<file path="src/rtl/kernel_b_vout_sink.sv">
// kernel_b_vout_sink: captures the kb_vout node's out1 stream into a small FIFO,
// throttles the pipeline through stall, and presents results on a valid/ready
// stream with a per-work-group last flag.
module kernel_b_vout_sink #(
  parameter int unsigned DATAW = 32,
  parameter int unsigned DEPTH = 8,
  parameter int unsigned SLACK = 2,
  parameter int unsigned NELEM = 1024
) (
  input  logic                     clk,
  input  logic                     rst,
  input  logic                     in_valid,
  input  logic [DATAW-1:0]         in_data,
  output logic                     stall,
  output logic                     out_valid,
  output logic [DATAW-1:0]         out_data,
  output logic                     out_last,
  input  logic                     out_ready,
  output logic [$clog2(DEPTH):0]   count,
  output logic                     overflow
);

  localparam int unsigned AW  = $clog2(DEPTH);
  localparam int unsigned CW  = AW + 1;
  localparam int unsigned EW  = (NELEM > 1) ? $clog2(NELEM) : 1;
  localparam int unsigned THR = DEPTH - SLACK;

  localparam logic [EW-1:0] LAST_IDX = EW'(NELEM - 1);
  localparam logic [CW-1:0] FULL_CNT = CW'(DEPTH);
  localparam logic [CW-1:0] THR_CNT  = CW'(THR);

  logic [DATAW-1:0] r_mem [DEPTH];
  logic [AW-1:0]    r_wr_ptr;
  logic [AW-1:0]    r_rd_ptr;
  logic [CW-1:0]    r_count;
  logic [EW-1:0]    r_ecnt;
  logic             r_valid;
  logic             r_stall;
  logic             r_last;
  logic             r_overflow;

  logic             w_stall;
  logic             w_full;
  logic             w_wr_req;
  logic             w_wr;
  logic             w_rd;
  logic [CW-1:0]    w_count_nxt;
  logic [EW-1:0]    w_ecnt_nxt;

  // stall comes straight from its register; kept as a separate net so it has one source
  assign w_stall = r_stall;

  // Handshake decode and next occupancy / element index
  always_comb begin
    w_full      = (r_count == FULL_CNT);
    w_wr_req    = in_valid & ~w_stall;
    w_wr        = w_wr_req & ~w_full;
    w_rd        = r_valid & out_ready;
    w_count_nxt = r_count + CW'(w_wr) - CW'(w_rd);
    w_ecnt_nxt  = r_ecnt;
    if (w_rd) begin
      w_ecnt_nxt = (r_ecnt == LAST_IDX) ? '0 : r_ecnt + EW'(1);
    end
  end

  // Pointers, occupancy, element counter and registered status flags
  always_ff @(posedge clk) begin
    if (rst) begin
      r_wr_ptr   <= '0;
      r_rd_ptr   <= '0;
      r_count    <= '0;
      r_ecnt     <= '0;
      r_valid    <= 1'b0;
      r_stall    <= 1'b0;
      r_last     <= 1'b0;
      r_overflow <= 1'b0;
    end else begin
      if (w_wr) begin
        r_wr_ptr <= r_wr_ptr + AW'(1);
      end
      if (w_rd) begin
        r_rd_ptr <= r_rd_ptr + AW'(1);
      end
      r_count    <= w_count_nxt;
      r_ecnt     <= w_ecnt_nxt;
      r_valid    <= (w_count_nxt != '0);
      r_stall    <= (w_count_nxt >= THR_CNT);
      r_last     <= (w_count_nxt != '0) && (w_ecnt_nxt == LAST_IDX);
      r_overflow <= r_overflow | (w_wr_req & w_full);
    end
  end

  // Storage array; contents survive reset, only the pointers are cleared
  always_ff @(posedge clk) begin
    if (w_wr) begin
      r_mem[r_wr_ptr] <= in_data;
    end
  end

  assign stall     = w_stall;
  assign out_valid = r_valid;
  assign out_last  = r_last;
  assign count     = r_count;
  assign overflow  = r_overflow;
  assign out_data  = r_valid ? r_mem[r_rd_ptr] : '0;

endmodule

</file>
<file path="config.mk">
export PLATFORM = sky130hd
export DESIGN_NAME = kernel_b_vout_sink
export DESIGN_NICKNAME = d
export VERILOG_FILES = /design/src/rtl/kernel_b_vout_sink.sv
export SDC_FILE = /design/constraint.sdc
export NUM_CORES = 1
export LEC_CHECK = 0
export CORE_MARGIN = 8
export CORE_UTILIZATION = 50
export DETAILED_ROUTE_END_ITERATION = 10
export GPL_TIMING_DRIVEN = 0
export PLACE_DENSITY = 0.75
export SETUP_SLACK_MARGIN = 0.1
export SYNTH_ARGS = -nofsm -noshare
export SYNTH_HDL_FRONTEND = slang
export SYNTH_SLANG_ARGS = --single-unit
</file>
<file path="constraint.sdc">
create_clock -name clk -period 9.57 [get_ports clk]
set_input_delay 1.4355 -clock clk [delete_from_list [all_inputs] [get_ports clk]]
set_output_delay 1.4355 -clock clk [all_outputs]
set_load 0.02 [all_outputs]
</file>
# Word level (Yosys, flattened, before mapping)
# Memory sizes are Yosys's and may differ from the RTL's. A register that Yosys moved wholly into a read port is not among the register bits.
# Index checks and enable logic that the tools add are counted.
# Widths: inputs -> output; s select.
[word_totals]
regBits = 24
ramBits = 256
in_bits = 36
out_inout_bits = 40
wordCells = 34
mem_count = 1
[memory_table]
columns = ["name", "words", "word_bits", "read_ports", "rd_ports_with_merged_regs", "write_ports", "line", "source"]
rows = [
  ["r_mem", 8, 32, 1, 1, 1, "32", "logic [DATAW-1:0] r_mem [DEPTH];"],
]
[op_classes]
n_addsub = 5
magnitude_cmp = 1
eq_ne = 3
muxes = 7
bitwise = 7
n_reduce_logical = 2
[op_table]
columns = ["op", "n"]
rows = [
  ["$mux 32", 1],
  ["$eq 10x10->1 const B", 2],
  ["$mux 10", 2],
  ["$add 10x1->10 const B", 1],
  ["$add 3x1->3 const B", 2],
  ["$mux 3", 2],
  ["$add 4x1->4", 1],
  ["$and 1x1->1", 4],
  ["$eq 4x4->1 const B", 1],
  ["$ge 4x3->1 const B", 1],
  ["$reduce_bool 4->1", 1],
  ["$sub 4x1->4", 1],
  ["$mux 1", 2],
  ["$not 1->1", 2],
  ["$logic_and 1x1->1", 1],
  ["$or 1x1->1", 1],
]

# Depth between registers and ports, before layout
# Gate-level depths: netlist of run 1.
[depth]
depth_word = 7
ltp_mapped = 13
mapped_depth_nobuf = 13

# Worst setup path after synthesis of run 1
# No wires, ideal clock.
[synth_path]
kind = "input to register"
startpoint = "in in_valid"
endpoint = "mem r_mem[4][0] (enable)"
arrival_time_ns = 4.324
required_time_ns = 9.109
setup_slack_ns = 4.785
path_stages = 3
n_path_buf = 0
path_cell_list = "nor3b_1 nand2_1 nor3_1"
[synth_via]
elab_chain_cells = 4
[synth_lines]
columns = ["item", "line", "source"]
rows = [
  ["start: declaration", "12", "input logic in_valid,"],
  ["$and 1x1->1", "56", "w_wr_req = in_valid & ~w_stall;"],
  ["$and 1x1->1", "57", "w_wr = w_wr_req & ~w_full;"],
  ["$mux 1", "95", "if (w_wr) begin"],
  ["$mux 1 (implied by the code)", "96", "r_mem[r_wr_ptr] <= in_data;"],
  ["end: declaration", "32", ""],
]
# Every way passes these cells.

==> results of run 1 <==
## sequential cells by signal, indices dropped and copies added, names as in the netlist, named ones only
register   cells
r_rd_ptr       3
out_valid      1
r_mem        256
r_ecnt        10
overflow       1
count          4
out_last       1
stall          1
r_wr_ptr       3
## stage by stage
stage | area [sq um] | setup WS (ns)
after CTS | 13300 | 5.13
final | 13300 | 5.20
after global placement | 12200 | 1.96
after detailed placement | 12400 | 5.18
after global routing | 13300 | 5.02
after floorplan | 11100 | 4.79
## power breakdown
part | leakage (nW) | switching (mW) | internal, mW | total (mW)
clock | 0.426 | 0.437 | 0.607 | 1.04
sequential | 2.54 | 0.0378 | 1.44 | 1.48
combinational | 1.24 | 0.404 | 0.388 | 0.792
total | 4.20 | 0.879 | 2.44 | 3.32
## layout by cell type, fill, tap and decap left out, types with 2 or more instances in the layout
master and instances:
sky130_fd_sc_hd__buf_16 2, sky130_fd_sc_hd__nand4_1 2, sky130_fd_sc_hd__mux4_2 64, sky130_fd_sc_hd__clkbuf_16 29, sky130_fd_sc_hd__nor3b_1 2, sky130_fd_sc_hd__buf_12 4, sky130_fd_sc_hd__buf_6 6, sky130_fd_sc_hd__nand3_1 2
sky130_fd_sc_hd__nor3_2 2, sky130_fd_sc_hd__edfxtp_1 256, sky130_fd_sc_hd__a21oi_1 5, sky130_fd_sc_hd__xnor2_1 5, sky130_fd_sc_hd__ha_1 8, sky130_fd_sc_hd__bufinv_16 2, sky130_fd_sc_hd__inv_1 6, sky130_fd_sc_hd__nor2b_1 37
sky130_fd_sc_hd__clkinv_1 8, sky130_fd_sc_hd__and3_1 2, sky130_fd_sc_hd__nand2_1 16, sky130_fd_sc_hd__xor2_1 9, sky130_fd_sc_hd__nor2_1 16, sky130_fd_sc_hd__clkdlybuf4s50_1 75, sky130_fd_sc_hd__clkinv_2 4, sky130_fd_sc_hd__clkbuf_1 13
sky130_fd_sc_hd__buf_2 10, sky130_fd_sc_hd__clkinvlp_4 2, sky130_fd_sc_hd__dfxtp_1 27, sky130_fd_sc_hd__mux2i_1 32, sky130_fd_sc_hd__nor2_4 6, sky130_fd_sc_hd__nand2b_1 4, sky130_fd_sc_hd__and4_1 2, sky130_fd_sc_hd__buf_4 7
sky130_fd_sc_hd__a31oi_1 4
## critical path, stage by stage, from the launching register on
cell and delay (ns):
sky130_fd_sc_hd__dfxtp_1 0.30, sky130_fd_sc_hd__buf_1 0.44, sky130_fd_sc_hd__buf_2 0.39, sky130_fd_sc_hd__mux4_2 0.37, sky130_fd_sc_hd__mux2i_1 0.26, sky130_fd_sc_hd__nor2b_1 0.09
sky130_fd_sc_hd__clkdlybuf4s50_1 0.55
## final timing paths
path	to	slack, ns	cells past startpoint
setup / recovery	out_data[0]	5.20	6
hold / removal	register	0.49	2
setup reg to reg	out_last	6.39	12
hold reg to reg	register	0.49	2
## cell families (layout without fill, tap and decap cells)
kind of cell	count (synthesis)	in the layout	share of synthesized area
flops	283	283	0.744
simple gates	98	98	0.0496
mux	96	96	0.159
buf+inv	33	173	0.0154
compound gates	16	16	0.00973
xor+xnor	14	14	0.0111
fa+ha+maj	9	9	0.0109
## layer usage
metal | up-vias | track usage | share of wire
met3 | 30 | 0.0379 | 0.067
met4 | 2 | 0.0360 | 0.017
met5 | - | 0 | 0.00060
li1 | 2441 | - | -
met2 | 153 | 0.295 | 0.53
met1 | 2806 | 0.196 | 0.39
## final cells by class
| type | count | area share |
|---|---|---|
| clock buffer | 35 | 0.0562 |
| sequential | 283 | 0.618 |
| inverter | 7 | 0.00197 |
| timing repair buffer | 87 | 0.0719 |
| tap | 280 | 0.0263 |
| buffer | 26 | 0.0108 |
| clock inverter | 18 | 0.0104 |
| multi-input combinational | 233 | 0.204 |
==> results.txt, run 1 <==
----------------------------------------------------
[Global routing]
  Gr ovfl total ... 0
  Global-route wire length before repair ... 33.4 mm
  Initial antenna violation count ... 1
  Via count of the first global-routing pass ... 5,876
  Largest net degree at the start of global routing ... 24
  Global-route total usage across every layer ... 0.163

[Cells and area]
  Relative area change from synthesis to final layout ... 20.3%
  Utilization of the core after routing ... 0.612
  Non-filler instance count after layout ... 969
  Antenna fix cells ... 0
  Number of fillers in the final layout ... about 1,600
  Layout cell share with drive strength beyond 1 ... 0.213
  Storage element area ... 8230 sq um
  # nets final ... 712
  Area of the multi-input gates ... ~2700 sq um

[Synthesis]
  Leading post-synthesis cells by instance count ... sky130_fd_sc_hd__edfxtp_1, sky130_fd_sc_hd__mux4_2, sky130_fd_sc_hd__nor2b_1
  Asr flop ratio synth ... 0
  Count of cell types in the netlist ... 41
  Leading post-synthesis cells by cell area ... sky130_fd_sc_hd__edfxtp_1, sky130_fd_sc_hd__mux4_2, sky130_fd_sc_hd__dfxtp_1
  Syn avg cell area ... 20.1 sq um
  Post-Syn Nets ... 594
  Part of the Yosys area used for sequential elements ... 0.744
  Number of flops mapped to enable cells by yosys ... roughly 260
  Synth top area share ... 0.695
  Count of synthesis-stage warnings from yosys ... 0
  Cell taking the most area after synthesis ... sky130_fd_sc_hd__edfxtp_1
  Post-synthesis register bit count ... between 200 and 300
  Cell with the most instances after synthesis ... sky130_fd_sc_hd__edfxtp_1
  Most used flip-flop cell after synthesis ... sky130_fd_sc_hd__edfxtp_1
  Number of instances in the synthesized netlist ... about 550
  Post-synthesis instance area ... roughly 11,000 sq um

[Clocking]
  Clock tree from TritonCTS ... built
  Number of instances resized during post-cts repair ... 0
  TritonCTS buffer count ... 29
  Number of buffers inserted for hold repair after clock tree synthesis ... 0
  Latest clock arrival within the worst-skew pair ... 0.54 ns
  Root Buffer ... sky130_fd_sc_hd__clkbuf_16
  H-Tree Level Count ... 1
  Buffers inserted by post-CTS timing repair ... 0
  Clock tree sinks ... 283
  Max Root-Sink Buffers ... 3
  Clock Pin Slew Worst Setup and Hold Paths ... around 0.060 ns

[Timing]
  # setup viols final ... 0
  Final Cycle Share ... 0.457
  Worst-case hold slack ... 0.488 ns
  Count of final hold-check violations ... 0
  Final-layout setup total negative slack ... 0 ns
  Unrepaired setup endpoints after global routing ... false
  Number of max-slew violations in the final report ... 0
  Relative slew slack ... 0.462
  Minimum clock period ... ~4.4 ns
  Fmax ... 229 MHz
  Setup skew after layout ... 0.0129 ns
  Tightest Pin Transition ... 0.806 ns

[Floorplanning]
  Overall die height ... 165 microns
  Starting density of the core ... 0.508
  Floorplan core area ... roughly 22,000 sq um
  Die Outline Area ... 27,100 sq um
  Overall die width ... between 150 and 200 microns
  Std-Cell Rows ... 54
  Ports ... 76

[Power]
  Design Power ... between 3 and 4 mW
  Power per cell area ... ~250 nW/um^2
  Worst-case vdd ir drop ... approximately 150 uV
  Static Leakage ... 4.20 nW

[Routing]
  Wire length reported by the detailed router ... 21.6 mm
  Via count ... 5,432
  DRC errors left ... 0
  Routed length per instance ... 22.3 microns
  Violation count after the first detailed-route iteration ... 347
  Number of nets still failing antenna checks after routing ... 0
  TritonRoute pass-1 iters ... 5
  Post-DR vias/cell ... between 5 and 6

[Worst setup path]
  Worst endpoint data arrival time ... between 2 and 3 ns
  Launching point of the worst reg2reg path ... count[2]
  Worst endpoint required time ... between 8 and 9 ns
  Startpoint type of the worst setup path ... register
  Category of the most critical setup path ... reg -> out
  Element type at the critical path end ... output pin
  Biggest fanout along the worst timing path ... 10

[Min path]
  Class of the tightest hold or removal check ... reg -> reg
  Start point of the worst min-delay path ... r_rd_ptr[1]

[Outcome]
  Status ... finished, final reports clean

[Placed design]
  Total of buffers placed on input and output ports ... 75
  Instance count after placement with tap cells included ... 916
  Post-DP HPWL ... 13.7 mm
  Final RePlAce weighted congestion ... between 0.8 and 0.9

[Flow run]
  Max capacitance violation total ... 0

----------------------------------------------------
(Power assumes the default switching activity.)
==> run 2: changes to the inputs <==
--- a/config.mk
+++ b/config.mk
@@ -9,7 +9,7 @@
 export CORE_UTILIZATION = 50
 export DETAILED_ROUTE_END_ITERATION = 10
 export GPL_TIMING_DRIVEN = 0
-export PLACE_DENSITY = 0.75
+export PLACE_DENSITY = 0.78
 export SETUP_SLACK_MARGIN = 0.1
 export SYNTH_ARGS = -nofsm -noshare
 export SYNTH_HDL_FRONTEND = slang
==> constraint.sdc (replaced) <==
create_clock -name clk -period 3.6 [get_ports clk]
set_input_delay 0.54 -clock clk [delete_from_list [all_inputs] [get_ports clk]]
set_output_delay 0.54 -clock clk [all_outputs]
set_load 0.02 [all_outputs]
==> results.txt, run 2 (synthesis gave the netlist of run 1 again) <==
----------------------------------------------------
[Cells and area]
  Relative area change from synthesis to final layout ... 20.6%
  Number of fillers in the final layout ... 1,488 (-4.1%)
  Antenna fix cells ... 0 (unchanged)
  Commonest cells after routing, fill and taps aside ... sky130_fd_sc_hd__edfxtp_1, sky130_fd_sc_hd__clkdlybuf4s50_1, sky130_fd_sc_hd__mux4_2
  Max FFs per register ... 256 (unchanged)
  Non-filler instance count after layout ... 965 (-0.41%)
  Register with the highest flop count ... r_mem
  Storage element area ... 8230 sq um (unchanged)
  Area of the multi-input gates ... 2730 sq um (+0.46%)
  Leading cell type in the layout, fill and taps excluded ... sky130_fd_sc_hd__edfxtp_1
  Layout cell share with drive strength beyond 1 ... 0.209 (-0.00459)
  # nets final ... 709 (-0.42%)

[Clocking]
  Clock Pin Slew Worst Setup and Hold Paths ... 0.06 ns (about the same)
  Root Buffer ... sky130_fd_sc_hd__clkbuf_16
  H-Tree Level Count ... 1 (unchanged)
  TritonCTS buffer count ... 28 (-3.4%)
  Clock tree from TritonCTS ... built
  Clock tree sinks ... 283 (unchanged)
  Max Root-Sink Buffers ... 3 (unchanged)
  Latest clock arrival within the worst-skew pair ... 0.54 ns (about the same)
  Number of buffers inserted for hold repair after clock tree synthesis ... 0 (unchanged)

[Timing]
  Final-layout setup total negative slack ... 0 ns (unchanged)
  Minimum clock period ... 3.38 ns
  Count of final hold-check violations ... 0 (unchanged)
  Final Cycle Share ... 0.940
  Setup skew after layout ... 0.00938 ns (-0.00354 ns)
  Relative slew slack ... 0.480 (+0.0185)
  # setup viols final ... 0 (unchanged)
  Fmax ... 296 MHz
  Tightest Pin Transition ... 0.777 ns (-0.0283 ns)
  Unrepaired setup endpoints after global routing ... false
  Worst-case hold slack ... 0.473 ns (-0.0148 ns)
  Worst Slack Setup Final ... 0.216 ns (-4.98 ns)
  Number of max-slew violations in the final report ... 0 (unchanged)

[Worst setup path]
  Worst endpoint data arrival time ... 2.84 ns (-0.10 ns)
  Category of the most critical setup path ... reg -> out
  Startpoint type of the worst setup path ... register
  Worst endpoint required time ... 3.06 ns (-5.07 ns)
  Element type at the critical path end ... output pin
  Biggest fanout along the worst timing path ... 10 (unchanged)

[Placed design]
  Total of buffers placed on input and output ports ... 75 (unchanged)
  Final RePlAce weighted congestion ... 0.773 (-8.4%)
  Post-DP HPWL ... 13.8 mm (+0.88%)
  Instance count after placement with tap cells included ... 914 (-0.22%)
  Worst setup slack after placement ... 0.172 ns (-5.01 ns)

[Global routing]
  Initial antenna violation count ... 0 (-1)
  Largest net degree at the start of global routing ... 23 (-4.2%)
  Global-route wire length before repair ... 33.8 mm (+0.95%)
  Global-route total usage across every layer ... 0.164 (+0.000293)
  Via count of the first global-routing pass ... 5,975 (+1.7%)
  Gr ovfl total ... 0 (unchanged)

[Floorplanning]
  Die Outline Area ... 27,100 sq um (unchanged)
  Floorplan core area ... 21,800 sq um (unchanged)
  Overall die width ... 165 microns (unchanged)
  Starting density of the core ... 0.508 (unchanged)
  Std-Cell Rows ... 54 (unchanged)
  Ports ... 76 (unchanged)
  Overall die height ... 165 microns (unchanged)

[Power]
  Logic pwr share ... 0.239 (about the same)
  Static Leakage ... 4.20 nW (+0.11%)
  Worst-case vdd ir drop ... 378 uV (+150%)
  Switching share of power ... 0.263 (-0.00166)
  Internal power of the cells ... 6.51 mW (+170%)
  Power per cell area ... 663 nW/um^2 (+170%)
  Switching component of the power ... 2.33 mW (+160%)
  Sequential share of power ... 0.446 (about the same)
  Fraction of power consumed by the clock network ... 0.315 (about the same)

[Routing]
  Routed length per instance ... 22.7 microns (+1.6%)
  Via count ... 5,496 (+1.2%)
  DRC errors left ... 0 (unchanged)
  Violation count after the first detailed-route iteration ... 416 (+20%)
  Number of nets still failing antenna checks after routing ... 0 (unchanged)
  Post-DR vias/cell ... 5.70 (+1.6%)
  TritonRoute pass-1 iters ... 5 (unchanged)
  Wire length reported by the detailed router ... 21.9 mm (+1.2%)

[Min path]
  Class of the tightest hold or removal check ... reg -> reg

[Flow run]
  Max capacitance violation total ... 0 (unchanged)

[Outcome]
  Status ... finished, final reports clean

----------------------------------------------------
run 2: cell count changes in the layout (fill, tap and decap cells not counted), moves of 2 or more:
cell and change:
sky130_fd_sc_hd__clkinv_2 -2, sky130_fd_sc_hd__buf_6 -4, sky130_fd_sc_hd__buf_8 +2, sky130_fd_sc_hd__nor3_4 +2, sky130_fd_sc_hd__clkbuf_1 +2, sky130_fd_sc_hd__buf_16 +2, sky130_fd_sc_hd__clkinvlp_4 -2, sky130_fd_sc_hd__clkbuf_8 +3
sky130_fd_sc_hd__nor3_2 -2
run 2: worst max-delay path, cell delays in order, from the launching register on:
cell and delay (ns):
sky130_fd_sc_hd__dfxtp_1 0.30, sky130_fd_sc_hd__buf_2 0.26, sky130_fd_sc_hd__buf_4 0.31, sky130_fd_sc_hd__mux4_2 0.54
sky130_fd_sc_hd__mux2i_1 0.25, sky130_fd_sc_hd__nor2b_1 0.09, sky130_fd_sc_hd__clkdlybuf4s50_1 0.55
run 2: layout make-up:
cell class	count	share of cell area
multi-input combinational	233	0.205
tap	280	0.0263
timing repair buffer	85	0.0724
clock inverter	10	0.00497
sequential	283	0.617
buffer	26	0.0112
inverter	7	0.00197
clock buffer	41	0.0616
run 2: metrics by stage:
step / utilization / instance area (sq um) / power, mW
after CTS: 0.613 / 13300 / 8.92
after global placement: 0.559 / 12200 / 6.03
after global routing: 0.613 / 13300 / 9.18
after detailed placement: 0.572 / 12400 / 6.15
after floorplan: - / 11100 / 5.30
final: 0.613 / 13300 / 8.84
run 2: layer usage:
metal,vias to the layer above,GRT usage,part of all wire
li1,2429,-,-
met1,2861,0.208,0.41
met2,168,0.285,0.51
met3,38,0.0292,0.054
met4,0,0.0446,0.023
met5,-,0,0
run 2: final timing paths:
path	from	slack [ns]	depth (start not counted)	to
worst max register to register	count[2]	0.49	12	out_last
worst min register to register	overflow	0.47	2	overflow
worst max-delay path	register	0.22	6	out_data[28]
worst min-delay path	overflow	0.47	2	overflow
run 2: power groups by stage:
stage                     Combinational, mW  Clock, mW  Sequential [mW]
after floorplan                        1.29          0             4.01
after CTS                              2.16       2.82             3.94
final                                  2.11       2.78             3.94
after detailed placement               2.14          0             4.01
after global placement                 2.03          0             4.00
after global routing                   2.28       2.94             3.96
run 2: what timing repair did:
action                     CTS  global route
buffers inserted             0             0
setup endpoints to repair    0             1
resized for setup            0             2
